File: src/rtl/flt_add_top.sv
// flt_add_top: half-precision adder FSM that reads operands from and writes the result to the internal memory dm.
// Define FLT_ADD_SUB_EN for signed operation (magnitude subtract on differing signs); default adds magnitudes.
module flt_add_mem #(
    parameter int MEM_DEPTH = 256,
    parameter int AW = 8
) (
    input  logic          clk,
    input  logic          we,
    input  logic [AW-1:0] addr,
    input  logic [7:0]    wdata,
    output logic [7:0]    rdata
);
    logic [7:0] mem_core [MEM_DEPTH];
    always_ff @(posedge clk)
        if (we) mem_core[addr] <= wdata;
    assign rdata = mem_core[addr];
endmodule

module flt_add_top #(
    parameter int MEM_DEPTH = 256,
    parameter int OP1_ADDR = 8,
    parameter int OP2_ADDR = 10,
    parameter int RES_ADDR = 12
) (
    input  logic clk,
    input  logic reset,
    input  logic start,
    output logic done
);
    localparam int AW = $clog2(MEM_DEPTH);
    localparam logic [AW-1:0] A_O1L = AW'(OP1_ADDR);
    localparam logic [AW-1:0] A_O1H = AW'(OP1_ADDR + 1);
    localparam logic [AW-1:0] A_O2L = AW'(OP2_ADDR);
    localparam logic [AW-1:0] A_O2H = AW'(OP2_ADDR + 1);
    localparam logic [AW-1:0] A_RL = AW'(RES_ADDR);
    localparam logic [AW-1:0] A_RH = AW'(RES_ADDR + 1);

    typedef enum logic [3:0] {IDLE, RD0, RD1, RD2, RD3, ALIGN, ADD, NORM, WRLO, WRHI, DONE} state_t;
    state_t state, state_n;

    logic          start_q, trig, we, swap, sgn, sub, norm_done;
    logic [AW-1:0] addr;
    logic [7:0]    wdata, rdata;
    logic [15:0]   op1, op2, res, res_w;
    logic [4:0]    e1, e2, ediff, emax;
    logic [10:0]   m1, m2, mb, ms, mn;
    logic [11:0]   sum;
    logic [5:0]    en;

    flt_add_mem #(.MEM_DEPTH(MEM_DEPTH), .AW(AW)) dm (
        .clk(clk), .we(we), .addr(addr), .wdata(wdata), .rdata(rdata)
    );

    assign trig = start_q && !start;
    assign done = (state == DONE);
    assign e1 = op1[14:10];
    assign e2 = op2[14:10];
    assign m1 = {|e1, op1[9:0]};
    assign m2 = {|e2, op2[9:0]};
`ifdef FLT_ADD_SUB_EN
    // Larger magnitude leads so the subtract never goes negative
    assign swap = op2[14:0] > op1[14:0];
    assign norm_done = sum[11] || sum[10] || emax == 5'd0 || sum == 12'd0;
`else
    assign swap = e2 > e1;
    assign norm_done = 1'b1;
`endif
    assign ediff = swap ? e2 - e1 : e1 - e2;
    assign en = sum[11] ? {1'b0, emax} + 6'd1 : {1'b0, emax};
    assign mn = sum[11] ? sum[11:1] : sum[10:0];
`ifdef FLT_ADD_SUB_EN
    assign res_w = sum == 12'd0 ? 16'h0000 : en >= 6'd31 ? {sgn, 5'h1F, 10'h000} : {sgn, en[4:0], mn[9:0]};
`else
    assign res_w = en >= 6'd31 ? {sgn, 5'h1F, 10'h000} : {sgn, en[4:0], mn[9:0]};
`endif

    always_ff @(posedge clk or posedge reset)
        if (reset) begin
            state <= IDLE;
            start_q <= 1'b0;
        end else begin
            state <= state_n;
            start_q <= start;
        end

    always_comb begin
        state_n = state;
        we = 1'b0;
        addr = A_O1L;
        wdata = res[7:0];
        case (state)
            IDLE, DONE: state_n = trig ? RD0 : start ? IDLE : state;
            RD0: state_n = RD1;
            RD1: begin addr = A_O1H; state_n = RD2; end
            RD2: begin addr = A_O2L; state_n = RD3; end
            RD3: begin addr = A_O2H; state_n = ALIGN; end
            ALIGN: state_n = ADD;
            ADD: state_n = NORM;
            NORM: state_n = norm_done ? WRLO : NORM;
            WRLO: begin we = 1'b1; addr = A_RL; state_n = WRHI; end
            WRHI: begin we = 1'b1; addr = A_RH; wdata = res[15:8]; state_n = DONE; end
            default: state_n = IDLE;
        endcase
    end

    always_ff @(posedge clk or posedge reset)
        if (reset) begin
            op1 <= '0;
            op2 <= '0;
            mb <= '0;
            ms <= '0;
            emax <= '0;
            sgn <= 1'b0;
            sub <= 1'b0;
            sum <= '0;
            res <= '0;
        end else begin
            case (state)
                RD0: op1[7:0] <= rdata;
                RD1: op1[15:8] <= rdata;
                RD2: op2[7:0] <= rdata;
                RD3: op2[15:8] <= rdata;
                ALIGN: begin
                    mb <= swap ? m2 : m1;
                    ms <= (swap ? m1 : m2) >> ediff;
                    emax <= swap ? e2 : e1;
`ifdef FLT_ADD_SUB_EN
                    sgn <= swap ? op2[15] : op1[15];
                    sub <= op1[15] ^ op2[15];
`else
                    sgn <= op1[15];
                    sub <= 1'b0;
`endif
                end
                ADD: sum <= sub ? {1'b0, mb} - {1'b0, ms} : {1'b0, mb} + {1'b0, ms};
                NORM:
                    if (norm_done) res <= res_w;
                    else begin
                        sum <= sum << 1;
                        emax <= emax - 5'd1;
                    end
                default: ;
            endcase
        end
endmodule

File: config.mk
export PLATFORM = sky130hd
export DESIGN_NAME = flt_add_top
export DESIGN_NICKNAME = d
export VERILOG_FILES = /design/src/rtl/flt_add_top.sv
export SDC_FILE = /design/constraint.sdc
export NUM_CORES = 1
export LEC_CHECK = 0
export BUFFER_PORTS_ARGS = -buffer_cell sky130_fd_sc_hd__buf_2
export CAP_MARGIN = 40
export CORE_AREA = 5 5 42 44
export CTS_CLUSTER_DIAMETER = 80
export DETAILED_ROUTE_END_ITERATION = 8
export DIE_AREA = 0 0 47 49
export GPL_ROUTABILITY_DRIVEN = 0
export PLACE_DENSITY = 0.44
export SYNTH_ARGS = -nofsm -noshare
export SYNTH_HDL_FRONTEND = slang
export SYNTH_HIERARCHICAL = 1
export SYNTH_SLANG_ARGS = --single-unit
File: constraint.sdc
create_clock -name clk -period 1.07 [get_ports clk]
set_input_delay 0.107 -clock clk [delete_from_list [all_inputs] [get_ports clk]]
set_output_delay 0.107 -clock clk [all_outputs]
set_load 0.02 [all_outputs]
==> flow_summary.json <==
{
  "first_pass_iters": 4,
  "setup_viol": 1,
  "ant_nets": 0,
  "holdWs_ps": 42.5,
  "wirelength_microns": 553,
  "fin_skew_ps": 0.823,
  "r2r_cells": 4,
  "setup_slack_ps": -41.7,
  "grtUsageTotal_pct": 6.07,
  "fp.dieH_microns": 49,
  "clock_sinks": 5,
  "path_max_fanout": 2,
  "worstSetupStartpoint": "state[2]$_DFFE_PP0P_",
  "slew_viol_final": 0,
  "cts_root_buffer": "clkbuf_4",
  "vdd_drop_max_v": 0.000788,
  "start_kind": "flop",
  "grt_max_degree": 7,
  "htree_levels": 1,
  "cts_tree": "built",
  "power_density_nw_per_um2": 2710,
  "cts_inserted_buffers": 3,
  "r2r-end": "state[0]$_DFFE_PP0P_",
  "hold_viol": 0,
  "vias": 224,
  "netlist_top_cells_count": "5 x dfrtp_1, 3 x nand2b_1, 3 x o21ai_0, 2 x nand2_1",
  "num_rows": 14,
  "timing.rr.start": "state[1]$_DFFE_PP0P_",
  "cap_violations": 0,
  "worst_hold_path_type": "input pin to flop",
  "post-synth-top-count-cell": "dfrtp_1",
  "synthCells": 24,
  "fin_tns_setup_ps": -41.7,
  "dp_hpwl_microns": 368,
  "hp-start": "start",
  "ys.flop_type": "dfrtp_1",
  "synth_area_leaders": "dfrtp_1 49%, nand2b_1 7.3%, o21ai_0 5.8%",
  "endpoint_kind": "primary output",
  "yosysTopAreaCell": "dfrtp_1",
  "async_flop_share_pct": 100,
  "grt_pass1_vias": 250,
  "ys_seq_area_share_pct": 48.5,
  "drc": 0,
  "synth_area_sq_um": 258,
  "rsz0062_at_grt": "true",
  "nets": 40,
  "yosysUniqueCellTypes": 15,
  "final_cells": 52,
  "dieWidth_microns": 47,
  "viasPerCell": 4.31,
  "route.met2.wl_microns": 301,
  "syn2layout_area_growth_pct": 44.7,
  "hold-path-endpoint": "start_q$_DFF_PP0_",
  "start_util_pct": 18.4,
  "synth-edff-count": 0,
  "antenna_cells": 0,
  "antenna_found_initial": 0,
  "avgSynthCellArea_sq_um": 10.7,
  "ys_seq_elements": 5,
  "grt_pass1_wl_microns": 966,
  "arrival_ps": 1000,
  "grt_overflow_total": 0,
  "port_buffers": 3,
  "relSlewSlack_pct": 87.0,
  "min_period_over_period_pct": 104,
  "route.met3.wl_microns": 18,
  "criticalPathCategory": "flop to primary output",
  "wl_per_cell_microns": 10.6,
  "violations": "negative setup slack",
  "placed_cells": 44,
  "cp.required_ps": 960,
  "clockBufferDepth": 2,
  "drive_gt1_share_pct": 38.9,
  "final_core_util_pct": 26.6,
  "timing.fmax_ghz": 0.900,
  "ys_warn_count": 6,
  "worst_pin_slew_ps": 194,
  "synth_nets": 27,
  "fp.coreArea_sq_um": 1400,
  "top_layer_used": "met4",
  "io_pins": 4,
  "period_needed_ps": 1110,
  "die_area_sq_um": 2300,
  "initialDrtViolationCount": 3,
  "clock_latency_ps": 240,
  "synth_top_area_share_pct": 48.5,
  "power_mw": 1.01,
  "p_leak_nw": 0.172,
  "r2r_slack_ps": 40,
  "clkSlewWorstSetupHoldPaths_ps": 40,
  "routedLengthMet1_microns": 209,
  "status": "complete, but fails checks",
  "hold_depth": 1
}
==> worst max-delay path, stage by stage, from the launching register on <==
cell and delay [ps]:
dfrtp_1 370, and4bb_1 280, buf_6 120
==> where the power goes <==
part           leakage, nW  internal, mW  switching [mW]
combinational       0.0969         0.259           0.237
sequential          0.0600         0.265          0.0356
clock               0.0150         0.141          0.0750
==> routing by layer <==
metal	track usage, %	vias to the layer above
met5	0	-
met4	6.91	0
met3	1.11	3
met2	9.73	7
met1	5.54	105
li1	-	109
==> per-stage QoR <==
step | cell area, sq um | worst slack [ps]
floorplan | 258 | 107
global placement | 293 | 99.7
detailed placement | 293 | 69.0
CTS | 359 | -53.0
global route | 373 | -62.4
finish | 373 | -41.7
==> layout by cell type, fill, tap and decap left out, types with 2 or more instances in the layout <==
| master | count |
|---|---|
| buf_4 | 5 |
| dfrtp_1 | 4 |
| o21ai_0 | 3 |
| nand2b_1 | 3 |
| clkbuf_4 | 3 |
| nand2_1 | 2 |
| buf_2 | 2 |
==> worst max-delay path by stage <==
| stage | cells past startpoint | endpoint | slack [ps] |
|---|---|---|---|
| floorplan | 3 | state[0]$_DFFE_PP0P_ | 110 |
| detailed placement | 3 | state[0]$_DFFE_PP0P_ | 70 |
| finish | 2 | done | -40 |
| global route | 2 | done | -60 |
| CTS | 2 | done | -50 |
| global placement | 3 | state[0]$_DFFE_PP0P_ | 100 |
==> cell type report <==
type | instances | area (sq um)
well taps | 16 | 20.0
fillers | 157 | 1030
repair buffers | 9 | 68.8
inverters | 1 | 3.75
flip-flops and latches | 5 | 126
clock buffers | 4 | 26.3
multi-input cells | 17 | 128
==> state kept, by name, summed over array words and instances (netlist names) <==
signal / cells
state: 4
start_q: 1
==> timing repair <==
action                                  in CTS  in global routing
hold buffers                                 1                  0
endpoints found under the setup margin       1                  3
hold endpoints to repair                     5                  0
cloned                                       0                  0
pin swaps                                    1                  0
resized for setup                            3                  2
setup buffers                                3                  0
==> logic make-up after synthesis <==
kind of cell | synth area share, %
simple gates | 21.4
buf+inv | 7.28
compound gates | 19.4
xor+xnor | 3.40
flops | 48.5
(Power assumes the default switching activity.)
